<file path="src/rtl/mod_port.sv">
// mod_port: buffers 64-bit packet words in a FIFO and frames them onto XGMII TX.
// Define MOD_PORT_STATS_EN to add the tx_pkt_count transmitted-packet counter.
module mod_port #(
  parameter int unsigned FIFO_DEPTH  = 16,
  parameter int unsigned FULL_MARGIN = 2
) (
  input  logic        clk_156m25,
  input  logic        reset_156m25,
  input  logic [63:0] pkt_tx_data,
  input  logic        pkt_tx_val,
  input  logic        pkt_tx_sop,
  input  logic        pkt_tx_eop,
  input  logic [2:0]  pkt_tx_mod,
  output logic        pkt_tx_full,
  output logic [63:0] xgmii_txd,
  output logic [7:0]  xgmii_txc
`ifdef MOD_PORT_STATS_EN
  ,
  output logic [31:0] tx_pkt_count
`endif
);

  localparam int unsigned AW = $clog2(FIFO_DEPTH);
  localparam logic [63:0] IDLE_D  = 64'h0707070707070707;
  localparam logic [63:0] START_D = 64'hD5555555555555FB;
  localparam logic [63:0] TERM_D  = 64'h07070707070707FD;

  typedef logic [AW:0] ptr_t;

  typedef struct packed {
    logic [63:0] data;
    logic        sop;
    logic        eop;
    logic [2:0]  mod;
  } entry_t;

  typedef enum logic [2:0] {
    IDLE,
    START,
    DATA,
    TERM,
    IPG
  } state_t;

  entry_t mem [FIFO_DEPTH];
  ptr_t   wr_ptr, rd_ptr, occ, occ_next, pkt_cnt;
  logic   fifo_full, fifo_empty, wr_en, pop, eop_wr_q;
  entry_t head;

  state_t      state_q, state_d;
  logic [71:0] col_d;

  assign occ        = wr_ptr - rd_ptr;
  assign fifo_full  = (occ == ptr_t'(FIFO_DEPTH));
  assign fifo_empty = (occ == '0);
  assign wr_en      = pkt_tx_val && !fifo_full;
  assign head       = mem[rd_ptr[AW-1:0]];
  assign occ_next   = occ + ptr_t'(wr_en) - ptr_t'(pop);

  always_ff @(posedge clk_156m25) begin
    if (wr_en)
      mem[wr_ptr[AW-1:0]] <= '{data: pkt_tx_data, sop: pkt_tx_sop,
                               eop: pkt_tx_eop, mod: pkt_tx_mod};
  end

  // The complete-packet count lags the eop write by one cycle so a packet
  // is only launched once its last word has settled in the FIFO.
  always_ff @(posedge clk_156m25 or posedge reset_156m25) begin
    if (reset_156m25) begin
      wr_ptr      <= '0;
      rd_ptr      <= '0;
      pkt_cnt     <= '0;
      eop_wr_q    <= 1'b0;
      pkt_tx_full <= 1'b0;
    end else begin
      if (wr_en) wr_ptr <= wr_ptr + ptr_t'(1);
      if (pop)   rd_ptr <= rd_ptr + ptr_t'(1);
      eop_wr_q    <= wr_en && pkt_tx_eop;
      pkt_cnt     <= pkt_cnt + ptr_t'(eop_wr_q) - ptr_t'(pop && head.eop);
      pkt_tx_full <= (occ_next >= ptr_t'(FIFO_DEPTH - FULL_MARGIN));
    end
  end

  function automatic logic [71:0] encode(input entry_t e);
    logic [63:0] d;
    logic [7:0]  c;
    c = '0;
    for (int unsigned i = 0; i < 8; i++) begin
      d[8*i +: 8] = e.data[63-8*i -: 8];
    end
    if (e.eop && (e.mod != 3'd0)) begin
      for (int unsigned i = 0; i < 8; i++) begin
        if (i == 32'(e.mod)) begin
          d[8*i +: 8] = 8'hFD;
          c[i]        = 1'b1;
        end else if (i > 32'(e.mod)) begin
          d[8*i +: 8] = 8'h07;
          c[i]        = 1'b1;
        end
      end
    end
    return {c, d};
  endfunction

  always_comb begin
    state_d = state_q;
    pop     = 1'b0;
    col_d   = {8'hFF, IDLE_D};
    unique case (state_q)
      IDLE: begin
        if (!fifo_empty) begin
          if (!head.sop) begin
            pop = 1'b1;
          end else if (pkt_cnt != '0) begin
            state_d = START;
            col_d   = {8'h01, START_D};
          end
        end
      end
      // START pops the first word so data follows the start column directly.
      START, DATA: begin
        if (!fifo_empty) begin
          pop   = 1'b1;
          col_d = encode(head);
          if (head.eop) state_d = (head.mod == 3'd0) ? TERM : IPG;
          else          state_d = DATA;
        end
      end
      TERM: begin
        col_d   = {8'hFF, TERM_D};
        state_d = IPG;
      end
      IPG:     state_d = IDLE;
      default: state_d = IDLE;
    endcase
  end

  always_ff @(posedge clk_156m25 or posedge reset_156m25) begin
    if (reset_156m25) begin
      state_q   <= IDLE;
      xgmii_txd <= IDLE_D;
      xgmii_txc <= 8'hFF;
    end else begin
      state_q   <= state_d;
      xgmii_txd <= col_d[63:0];
      xgmii_txc <= col_d[71:64];
    end
  end

`ifdef MOD_PORT_STATS_EN
  logic eop_tx;
  assign eop_tx = pop && head.eop && (state_q != IDLE);

  always_ff @(posedge clk_156m25 or posedge reset_156m25) begin
    if (reset_156m25)  tx_pkt_count <= '0;
    else if (eop_tx)   tx_pkt_count <= tx_pkt_count + 32'd1;
  end
`endif

endmodule

</file>
<file path="config.mk">
export PLATFORM = sky130hd
export DESIGN_NAME = mod_port
export DESIGN_NICKNAME = d
export VERILOG_FILES = /design/src/rtl/mod_port.sv
export SDC_FILE = /design/constraint.sdc
export NUM_CORES = 1
export LEC_CHECK = 0
export CORE_ASPECT_RATIO = 0.5
export CORE_MARGIN = 2
export CORE_UTILIZATION = 45
export CTS_BUF_LIST = sky130_fd_sc_hd__clkbuf_2
export CTS_CLUSTER_DIAMETER = 150
export DETAILED_ROUTE_END_ITERATION = 8
export GPL_ROUTABILITY_DRIVEN = 0
export HOLD_SLACK_MARGIN = 0.1
export SETUP_SLACK_MARGIN = 0.3
export SLEW_MARGIN = 20
export SYNTH_ARGS = -nofsm -noshare
export SYNTH_HDL_FRONTEND = slang
export SYNTH_SLANG_ARGS = --single-unit
</file>
<file path="constraint.sdc">
create_clock -name clk_156m25 -period 11.5 [get_ports clk_156m25]
set_input_delay 2.3 -clock clk_156m25 [delete_from_list [all_inputs] [get_ports clk_156m25]]
set_output_delay 2.3 -clock clk_156m25 [all_outputs]
set_load 0.01 [all_outputs]
</file>
==> summary.txt, run 1 <==
Placed design
  • Detailed Place HPWL: around 63000 um
  • Place WS: 5770 ps
  • Placed cells: 3397
  • Port Buffers: ~140
  • Placement Cell Area: roughly 50000 um2

Layout
  • Area growth from synthesis to layout: 12.0%
  • Multi-input gate area: ~9800 um2
  • Layout cells sized above 1: 35.2%
  • # nets final: 2435
  • Non-filler cells, final: 3884
  • Flip-flop and latch area: 35500 um2
  • Highest-count cells in the layout ignoring fill and taps: edfxtp_1, clkbuf_2, mux4_2, clkdlybuf4s50_1, dfrtp_1
  • Filler instances: 8013
  • Commonest non-fill, non-tap cell in the layout: edfxtp_1
  • Final instance area: 51300 um2

Drt
  • Routed len/inst: 28.5 um
  • Vias per inst: 5.75
  • Post-route DRC: 0
  • Initial drt markers: 2819
  • Drt first pass iters: 7
  • DRT antenna net count: 0
  • Via total after detailed routing: 22300
  • Final WL: roughly 110000 um

Timing
  • Final setup margin: around 5900 ps
  • Fmax achieved: 180 MHz
  • Final min period: about 5600 ps
  • Tcrit/Tclk final: 48.3%
  • Hold Fails Final Rpt: 0
  • RSZ-0062 raised after global routing: false
  • Skew final: approximately 140 ps
  • Final setup violation count: 0
  • Max Slew Vio Count: 0
  • Relative max-transition margin: 25.2%
  • Slew @ Worst Pin: between 1000 and 1500 ps
  • TNS Setup: 0 ps

Floorplanning
  • Core area: approximately 100000 um2
  • Die Area: 104000 um2
  • Initial Util: around 46%
  • Io pins: 145
  • Die Ht: 229 um
  • Horiz. Die Dim: around 450 um
  • Row cnt: 82

Clock tree
  • CTS resizes: 0
  • Root buf cell: clkbuf_2
  • Post-CTS Setup Inserts: 0
  • CTS Hold Bufs: 0
  • Clock Tree Buf Depth: 4
  • Number of H-tree levels: 5
  • Clock Latency Late Sink: 1580 ps
  • CTS tree: yes
  • Total clock sinks: 1196
  • CTS buffer count: 284
  • Clock slew at reported path FFs: 120 ps

Worst setup path
  • Slowest-stage cell, CP: dfrtp_4
  • Worst setup SP type: flip-flop
  • Crit path required time: between 10000 and 15000 ps
  • Crit end category: flip-flop
  • CP arrival: 6690 ps
  • Slowest stage delay, CP: 1100 ps
  • CP Cell Sequence: inv_1 > ha_1 > a21o_1 > a21oi_1 > xor2_1 > ha_1 > nand3b_1 > o21a_1 > nand3_1 > nor2_4 > buf_4 > buf_4
  • Max Fanout on Critical Path: 66
  • CP Class: flip-flop to flip-flop

Global routing
  • Vias in the first global route: 22700
  • Pin count of the biggest net entering global routing: 140
  • Congestion Overflow GR: 0
  • First-pass GRT wire length: 161000 um
  • Gr usage total: between 20 and 25%
  • Antenna violations before repair: 9

Synthesis
  • Syn_nets: between 2000 and 2500
  • Post-synth design cell area: 45800 um2
  • Netlist cell types: 55
  • Post-Synth Simple-Gate Area: 1.46%
  • Syn avg cell area: about 23 um2
  • Ys async rst share: between 7 and 8%
  • Post-synth EDFFs: 1104
  • Part of the Yosys area used for sequential elements: 77.6%
  • Post-Synth XOR/XNOR Area: less than 1%
  • Post-synthesis adder-cell area fraction: less than 1%
  • Largest family of logic cells by synthesized area: multiplexers
  • Count of state elements after synthesis: 1196
  • Compound-gate portion of the synthesized area: 1.57%
  • Cell count after synthesis: 1965
  • Post-synthesis mux area share: 17.0%
  • Ys Warns: 0
  • Top_reg_cell synth: edfxtp_1

Pwr
  • Power share of the clock group: around a fifth
  • Pwr Density: 254 nW/um2
  • Pleak: ~0.017 uW
  • Seq pwr share: 43.9%
  • Net Sw Frac: around a third
  • Worst vdd ir: 0.000204 V
  • Sw Pwr: ~4600 uW
  • Internal: 8430 uW
  • Comb pwr share: 35.8%
  • Final Total Pwr: 13000 uW

Outcome
  • Outcome: completed

Job
  • Max Cap Viol: 0

Min path
  • Hold WC Path Type: flip-flop to flip-flop
final timing paths:
path	start	end	slack, ps	cells after the start
setup / recovery	rd_ptr[1]	mem[13][62]	5950	12
hold / removal	wr_ptr[4]	wr_ptr[4]	530	1
setup reg to reg	rd_ptr[1]	mem[13][62]	5950	12
hold reg to reg	wr_ptr[4]	wr_ptr[4]	530	1
max in group asynchronous	reset_156m25	xgmii_txd[38]	8750	4
min in group asynchronous	reset_156m25	wr_ptr[1]	1090	2
power groups by stage:
| stage | clock network, uW | registers, uW | logic (uW) |
|---|---|---|---|
| 2_1_floorplan | 0 | 5670 | 3080 |
| 3_3_place_gp | 0 | 5810 | 4680 |
| 3_5_place_dp | 0 | 5820 | 4690 |
| 4_1_cts | 2720 | 5730 | 4710 |
| 5_1_grt | 2950 | 5760 | 4970 |
| 6_report | 2640 | 5710 | 4660 |
stage by stage:
stage	hold slack [ps]	utilization [%]
final	527	51.0
after detailed placement	515	48.7
after CTS	534	51.0
after global placement	493	48.7
after floorplan	466	-
after global routing	546	51.0
synthesized netlist by cell type (3+ instances only):
| master | count | share of area [%] |
|---|---|---|
| inv_1 | 34 | 0.28 |
| clkbuf_1 | 48 | 0.39 |
| nand3b_1 | 3 | 0.049 |
| buf_2 | 38 | 0.42 |
| or2_2 | 9 | 0.12 |
| or3_1 | 9 | 0.12 |
| o211ai_1 | 12 | 0.20 |
| nand3_1 | 5 | 0.055 |
| nor3_1 | 5 | 0.055 |
| o22ai_1 | 8 | 0.11 |
| dfrtp_1 | 60 | 3.3 |
| buf_1 | 6 | 0.049 |
| and2_1 | 11 | 0.15 |
| o31ai_1 | 4 | 0.066 |
| xor2_1 | 5 | 0.096 |
| nor2_1 | 42 | 0.34 |
| o21ai_0 | 31 | 0.34 |
| a21oi_1 | 29 | 0.32 |
| fa_1 | 3 | 0.13 |
| a211oi_1 | 4 | 0.066 |
| mux2i_1 | 6 | 0.13 |
| nand4_1 | 4 | 0.055 |
| or4_1 | 3 | 0.049 |
| xnor2_1 | 14 | 0.27 |
| a21o_1 | 8 | 0.13 |
| buf_8 | 3 | 0.098 |
| dfstp_2 | 32 | 1.8 |
| nor4_1 | 6 | 0.082 |
| nand2_1 | 22 | 0.18 |
| mux4_2 | 331 | 16 |
| nand2b_1 | 6 | 0.082 |
| mux4_1 | 9 | 0.52 |
| ha_1 | 21 | 0.57 |
| edfxtp_1 | 1104 | 72 |
metal layers:
metal  GRT usage [%]  up-vias  routed length, um
li1                -     9200                  -
met4            6.87        4               2010
met3            5.15      151               8870
met5               0        -                 23
met1            33.9    11900              50700
met2            30.2     1026              49300
state kept, by name (all words and copies together), names as in the netlist:
name         cells
xgmii_txd       64
rd_ptr           5
pkt_tx_full      1
eop_wr_q         1
state_q          3
mem           1104
wr_ptr           5
pkt_cnt          5
xgmii_txc        8
critical path: cells and delay by family, from the launching register on:
family,cells,cell delay (ps)
AO/OA/AOI/OAI,3,670
XOR/XNOR,1,170
adder cells (fa/ha/maj),2,630
buffers and inverters,3,1620
flip-flops,1,1100
AND/OR/NAND/NOR,3,960
kinds of logic after synthesis:
logic type                 after synthesis
AOI/OAI and AO/OA                      113
xor gates and xnor gates                20
adders and majority gates               24
buffers and inverters                  132
DFF                                   1196
muxes                                  348
and+or+nand+nor                        132
area by class of cell:
type / instances / share of cell area [%]
clock inverter: 35 / 0.256
tap: 1344 / 3.28
timing repair buffer: 185 / 3.49
clock buffer: 445 / 4.35
sequential: 1196 / 69.3
multi-input combinational: 637 / 19.1
inverter: 35 / 0.276
antenna: 7 / 0.0342
(Power assumes the default switching activity.)
==> run 2, diff against run 1 <==
==> constraint.sdc (replaced) <==
create_clock -name clk_156m25 -period 4.95 [get_ports clk_156m25]
set_input_delay 0.99 -clock clk_156m25 [delete_from_list [all_inputs] [get_ports clk_156m25]]
set_output_delay 0.99 -clock clk_156m25 [all_outputs]
set_load 0.01 [all_outputs]
==> run 2 against run 1 <==
Maximum frequency increased by 27%. Clock skew increased by 3.4 ps. Sequential cell count unchanged. Worst setup slack got worse by 5400 ps. Final cell count increased by 0.15%. Power increased by 130%. Die area unchanged. Sequential share of layout area decreased by 0.76 points. Design area increased by 1.1%. Critical path type unchanged. Largest power group unchanged.
==> summary.txt, run 2 (same netlist as run 1, synthesis figures left out) <==
Outcome
  • Outcome: completed

Worst setup path
  • Slowest-stage cell, CP: nor4_2
  • Worst setup endpoint: xgmii_txd[20]
  • Worst r2r path cells: 9
  • CP arrival: approximately 5800 ps
  • Reg2Reg Launch Point: rd_ptr[2]
  • Crit Reg-Reg Endpoint: xgmii_txd[20]
  • Critical Path Start: rd_ptr[2]
  • Crit path required time: 6350 ps
  • Reg2reg setup slack: 580 ps
  • Max Fanout on Critical Path: 32
  • CP Cell Sequence: buf_4 > buf_4 > mux4_1 > o22ai_1 > o22ai_1 > nor4_2 > buf_4 > nand3b_1 > o211ai_1
  • Most used cell along the critical path: buf_4
  • Crit end category: flip-flop
  • CP Class: flip-flop to flip-flop
  • Slowest stage delay, CP: 910 ps
  • Worst setup SP type: flip-flop

Timing
  • Skew final: 143 ps
  • Max Slew Vio Count: 0
  • Relative max-transition margin: between 20% and 30%
  • Hold Fails Final Rpt: 0
  • Hold Slack: between 300 and 400 ps
  • Fmax achieved: 229 MHz
  • Final min period: 4370 ps
  • Slew @ Worst Pin: 1170 ps
  • Tcrit/Tclk final: just under 90%
  • RSZ-0062 raised after global routing: false
  • TNS Setup: 0 ps
  • Final setup violation count: 0

Pwr
  • Internal: 19800 uW
  • Net Sw Frac: 34.5%
  • Seq pwr share: 43.0%
  • Pwr Density: 584 nW/um2
  • Comb pwr share: a little over a third
  • Pleak: roughly 0.017 uW
  • Power share of the clock group: 20.5%
  • Sw Pwr: 10400 uW
  • Worst vdd ir: approximately 0.00046 V
  • Final Total Pwr: a little over 30000 uW

Clock tree
  • Root buf cell: clkbuf_2
  • Clock slew at reported path FFs: between 100 and 150 ps
  • CTS Hold Bufs: 1
  • Number of H-tree levels: 5
  • CTS tree: yes
  • Clock Latency Late Sink: 1540 ps
  • Post-CTS Setup Inserts: 0
  • CTS resizes: 0
  • Total clock sinks: 1196
  • CTS buffer count: 282
  • Clock Tree Buf Depth: 4

Layout
  • Non-filler cells, final: 3890
  • Max FFs per register: around 1100
  • Area growth from synthesis to layout: 13.3%
  • # nets final: 2460
  • Layout cells sized above 1: between 30% and 40%
  • Highest-count cells in the layout ignoring fill and taps: edfxtp_1, clkbuf_2, mux4_2, clkdlybuf4s50_1, dfrtp_1
  • Commonest non-fill, non-tap cell in the layout: edfxtp_1

Drt
  • Post-route DRC: 0
  • DRT antenna net count: 0
  • Initial drt markers: 2290
  • Routed len/inst: 28.7 um
  • Final WL: 112000 um
  • Via total after detailed routing: 22200
  • Drt first pass iters: 5
  • Vias per inst: 5.71

Global routing
  • Pin count of the biggest net entering global routing: 139
  • Gr usage total: 21.9%
  • First-pass GRT wire length: 162000 um
  • Vias in the first global route: 22900
  • Congestion Overflow GR: 0
  • Antenna violations before repair: 3

Floorplanning
  • Horiz. Die Dim: 455 um
  • Row cnt: a little over 80
  • Io pins: 145
  • Die Area: approximately 100000 um2
  • Core area: 100000 um2
  • Die Ht: 229 um
  • Initial Util: between 40% and 50%

Placed design
  • Detailed Place HPWL: 61200 um
  • Placed cells: 3423
  • Port Buffers: 144

Job
  • Max Cap Viol: 0

Min path
  • Hold WC Path Type: input pin to flip-flop
-- run 2: worst max-delay path: cells and delay by family, from the launching register on --
| family | cells | cell delay (ps) |
|---|---|---|
| simple gates | 2 | 1050 |
| mux | 1 | 410 |
| buf+inv | 3 | 1430 |
| flops | 1 | 500 |
| compound gates | 3 | 860 |
-- run 2: layer usage --
layer  GRT usage (%)  vias up  share of wire [%]
met1            31.9    11900                 44
li1                -     9237                  -
met2            32.1      916                 46
met5               0        -              0.012
met3            6.07      164                8.0
met4            7.05        2                1.9
-- run 2: layout make-up --
| cell class | count | area (um2) |
|---|---|---|
| diodes | 2 | 5.00 |
| clock inverters | 37 | 219 |
| repair buffers | 212 | 2280 |
| multi-input cells | 637 | 9850 |
| well taps | 1344 | 1680 |
| flip-flops and latches | 1196 | 35500 |
| fillers | 7942 | 48600 |
| inverters | 35 | 149 |
| clock buffers | 427 | 2140 |
-- run 2: stage by stage --
stage                     worst slack, ps  area, um2  utilization [%]
after floorplan                       257      45900                -
after global placement                599      49500             49.2
after detailed placement              601      49500             49.2
after CTS                             595      51800             51.6
after global routing                  302      51800             51.6
final                                 583      51800             51.6
-- run 2: power by group through the flow --
stage	clock network, uW	logic [uW]	registers [uW]
global placement	0	11100	13200
global route	6910	11900	13100
CTS	6380	11200	13000
detailed placement	0	11100	13200
floorplan	0	7340	13100
finish	6190	11100	13000
-- run 2: worst min path at each step --
stage	startpoint	endpoint	slack [ps]	depth (start not counted)
global placement	rd_ptr[4]	rd_ptr[4]	480	1
CTS	pkt_tx_data[4]	mem[5][9]	150	1
floorplan	rd_ptr[4]	rd_ptr[4]	470	1
global route	pkt_tx_data[10]	mem[3][15]	280	1
finish	pkt_tx_data[60]	mem[13][65]	380	1
detailed placement	rd_ptr[4]	rd_ptr[4]	480	1
==> run 3, diff against run 2 <==
--- a/config.mk
+++ b/config.mk
@@ -13,6 +13,7 @@
 export DETAILED_ROUTE_END_ITERATION = 8
 export GPL_ROUTABILITY_DRIVEN = 0
 export HOLD_SLACK_MARGIN = 0.1
+export PLACE_DENSITY = 0.7
 export SETUP_SLACK_MARGIN = 0.3
 export SLEW_MARGIN = 20
 export SYNTH_ARGS = -nofsm -noshare
==> run 3 against run 2 <==
Worst hold slack improved by 37 ps. Critical path depth stayed put. Die area stayed put. Final cell count rose by 0.64%. Clock skew fell by 14 ps. Utilization increased by 0.31 points. Combinational power about the same. Global-route usage fell by 0.87 points. Clock power increased by 1%. Power grew 0.25%. Non-clock buffer count up 8. Critical path type unchanged. Critical endpoint is now xgmii_txd[17]. Largest cell class unchanged. Largest power group unchanged.
==> summary.txt, run 3 (same netlist as run 1, synthesis figures left out) <==
Clock tree
  • Total clock sinks: about 1200
  • CTS buffer count: 286
  • CTS tree: yes
  • CTS Hold Bufs: 1
  • Root buf cell: clkbuf_2
  • Clock Latency Late Sink: 1470 ps
  • Post-CTS Setup Inserts: 0
  • Number of H-tree levels: 5
  • CTS resizes: 0
  • Clock slew at reported path FFs: 120 ps
  • Clock Tree Buf Depth: 4

Global routing
  • Pin count of the biggest net entering global routing: between 100 and 150
  • Vias in the first global route: between 20000 and 25000
  • Gr usage total: 21.0%
  • First-pass GRT wire length: around 160000 um
  • Antenna violations before repair: 6
  • Congestion Overflow GR: 0

Placed design
  • Placed cells: 3430
  • Detailed Place HPWL: 59200 um
  • Port Buffers: 144
  • Place WS: 801 ps

Pwr
  • Worst vdd ir: 0.000554 V
  • Pwr Density: between 500 and 600 nW/um2
  • Pleak: 0.0172 uW

Floorplanning
  • Die Area: 104000 um2
  • Core area: 100000 um2
  • Die Ht: around 230 um
  • Io pins: 145
  • Initial Util: a little under half
  • Row cnt: 82
  • Horiz. Die Dim: 455 um

Worst setup path
  • Worst r2r path cells: 9
  • Worst setup SP type: flip-flop
  • CP arrival: about 5500 ps
  • Reg2reg setup slack: just over 800 ps
  • Crit Reg-Reg Endpoint: xgmii_txd[17]
  • CP Class: flip-flop to flip-flop
  • Crit path required time: 6280 ps
  • Reg2Reg Launch Point: rd_ptr[0]
  • Crit end category: flip-flop
  • Max Fanout on Critical Path: 73

Min path
  • WHS Endpoint: mem[3][29]
  • Cells on Worst Hold Path: 1
  • Hold WC Path Type: input pin to flip-flop
  • Hold path start: pkt_tx_data[24]

Timing
  • Final min period: 4120 ps
  • RSZ-0062 raised after global routing: false
  • Slew @ Worst Pin: around 1200 ps
  • Skew final: 130 ps
  • TNS Setup: 0 ps
  • Relative max-transition margin: between 20% and 30%
  • Fmax achieved: 242 MHz
  • Max Slew Vio Count: 0
  • Hold Slack: between 400 and 500 ps
  • Tcrit/Tclk final: 83.3%
  • Hold Fails Final Rpt: 0
  • Final setup margin: 826 ps
  • Final setup violation count: 0

Layout
  • Max FFs per register: 1104
  • Non-filler cells, final: just under 4000
  • Filler instances: 7740
  • Highest-count cells in the layout ignoring fill and taps: edfxtp_1, clkbuf_2, mux4_2, clkdlybuf4s50_1, dfrtp_1
  • Layout cells sized above 1: about 36%
  • Commonest non-fill, non-tap cell in the layout: edfxtp_1
  • Area growth from synthesis to layout: 14.0%
  • # nets final: 2472
  • Final Util: 51.9%

Drt
  • Post-route DRC: 0
  • DRT antenna net count: 0
  • Drt first pass iters: 6
  • Routed len/inst: 27.6 um
  • Final WL: 108000 um
  • Vias per inst: 5.82
  • Initial drt markers: 2837
  • Via total after detailed routing: about 23000

Job
  • Max Cap Viol: 0

Outcome
  • Outcome: completed
==> run 3: critical path: stages (launching register included) <==
cell and delay [ps]:
dfrtp_4 440, buf_12 500, buf_4 630, mux4_1 640, o22ai_1 320, o22ai_1 330
nor4_2 480, buf_4 310, nor4_1 80, a211oi_1 230
==> run 3: area by class of cell <==
cell class / instances / area, um2 / share of cell area, %
clock buffer: 430 / 2150 / 4.13
inverter: 35 / 149 / 0.286
tap: 1344 / 1680 / 3.22
multi-input combinational: 637 / 9840 / 18.9
antenna: 7 / 17.5 / 0.0336
sequential: 1196 / 35500 / 68.1
timing repair buffer: 220 / 2490 / 4.78
clock inverter: 46 / 305 / 0.585
==> run 3: through the flow <==
stage | total power [uW] | instance area, um2
3_3_place_gp | 24100 | 49600
3_5_place_dp | 24300 | 49600
4_1_cts | 30500 | 52100
2_1_floorplan | 20500 | 45900
6_report | 30300 | 52100
5_1_grt | 31800 | 52100
==> run 3: worst max path at each step <==
stage,startpoint,end,cells past startpoint
after floorplan,rd_ptr[3],mem[2][0],12
after global placement,rd_ptr[1],pkt_cnt[4],20
after detailed placement,rd_ptr[0],xgmii_txd[17],9
after CTS,rd_ptr[0],xgmii_txd[17],9
after global routing,rd_ptr[0],xgmii_txd[22],9
final,rd_ptr[0],xgmii_txd[17],9
==> run 3: metal layers <==
metal | track usage (%) | vias up | share of wire [%]
met5 | 0 | - | 0.019
met3 | 4.52 | 188 | 8.4
li1 | - | 9272 | -
met1 | 30.1 | 12100 | 41
met2 | 32.4 | 1173 | 48
met4 | 6.93 | 4 | 2.1
==> run 3: power by group <==
part | internal [uW] | switching, uW
clock network | 2530 | 3730
registers | 12500 | 495
logic | 5030 | 6050
total | 20000 | 10300
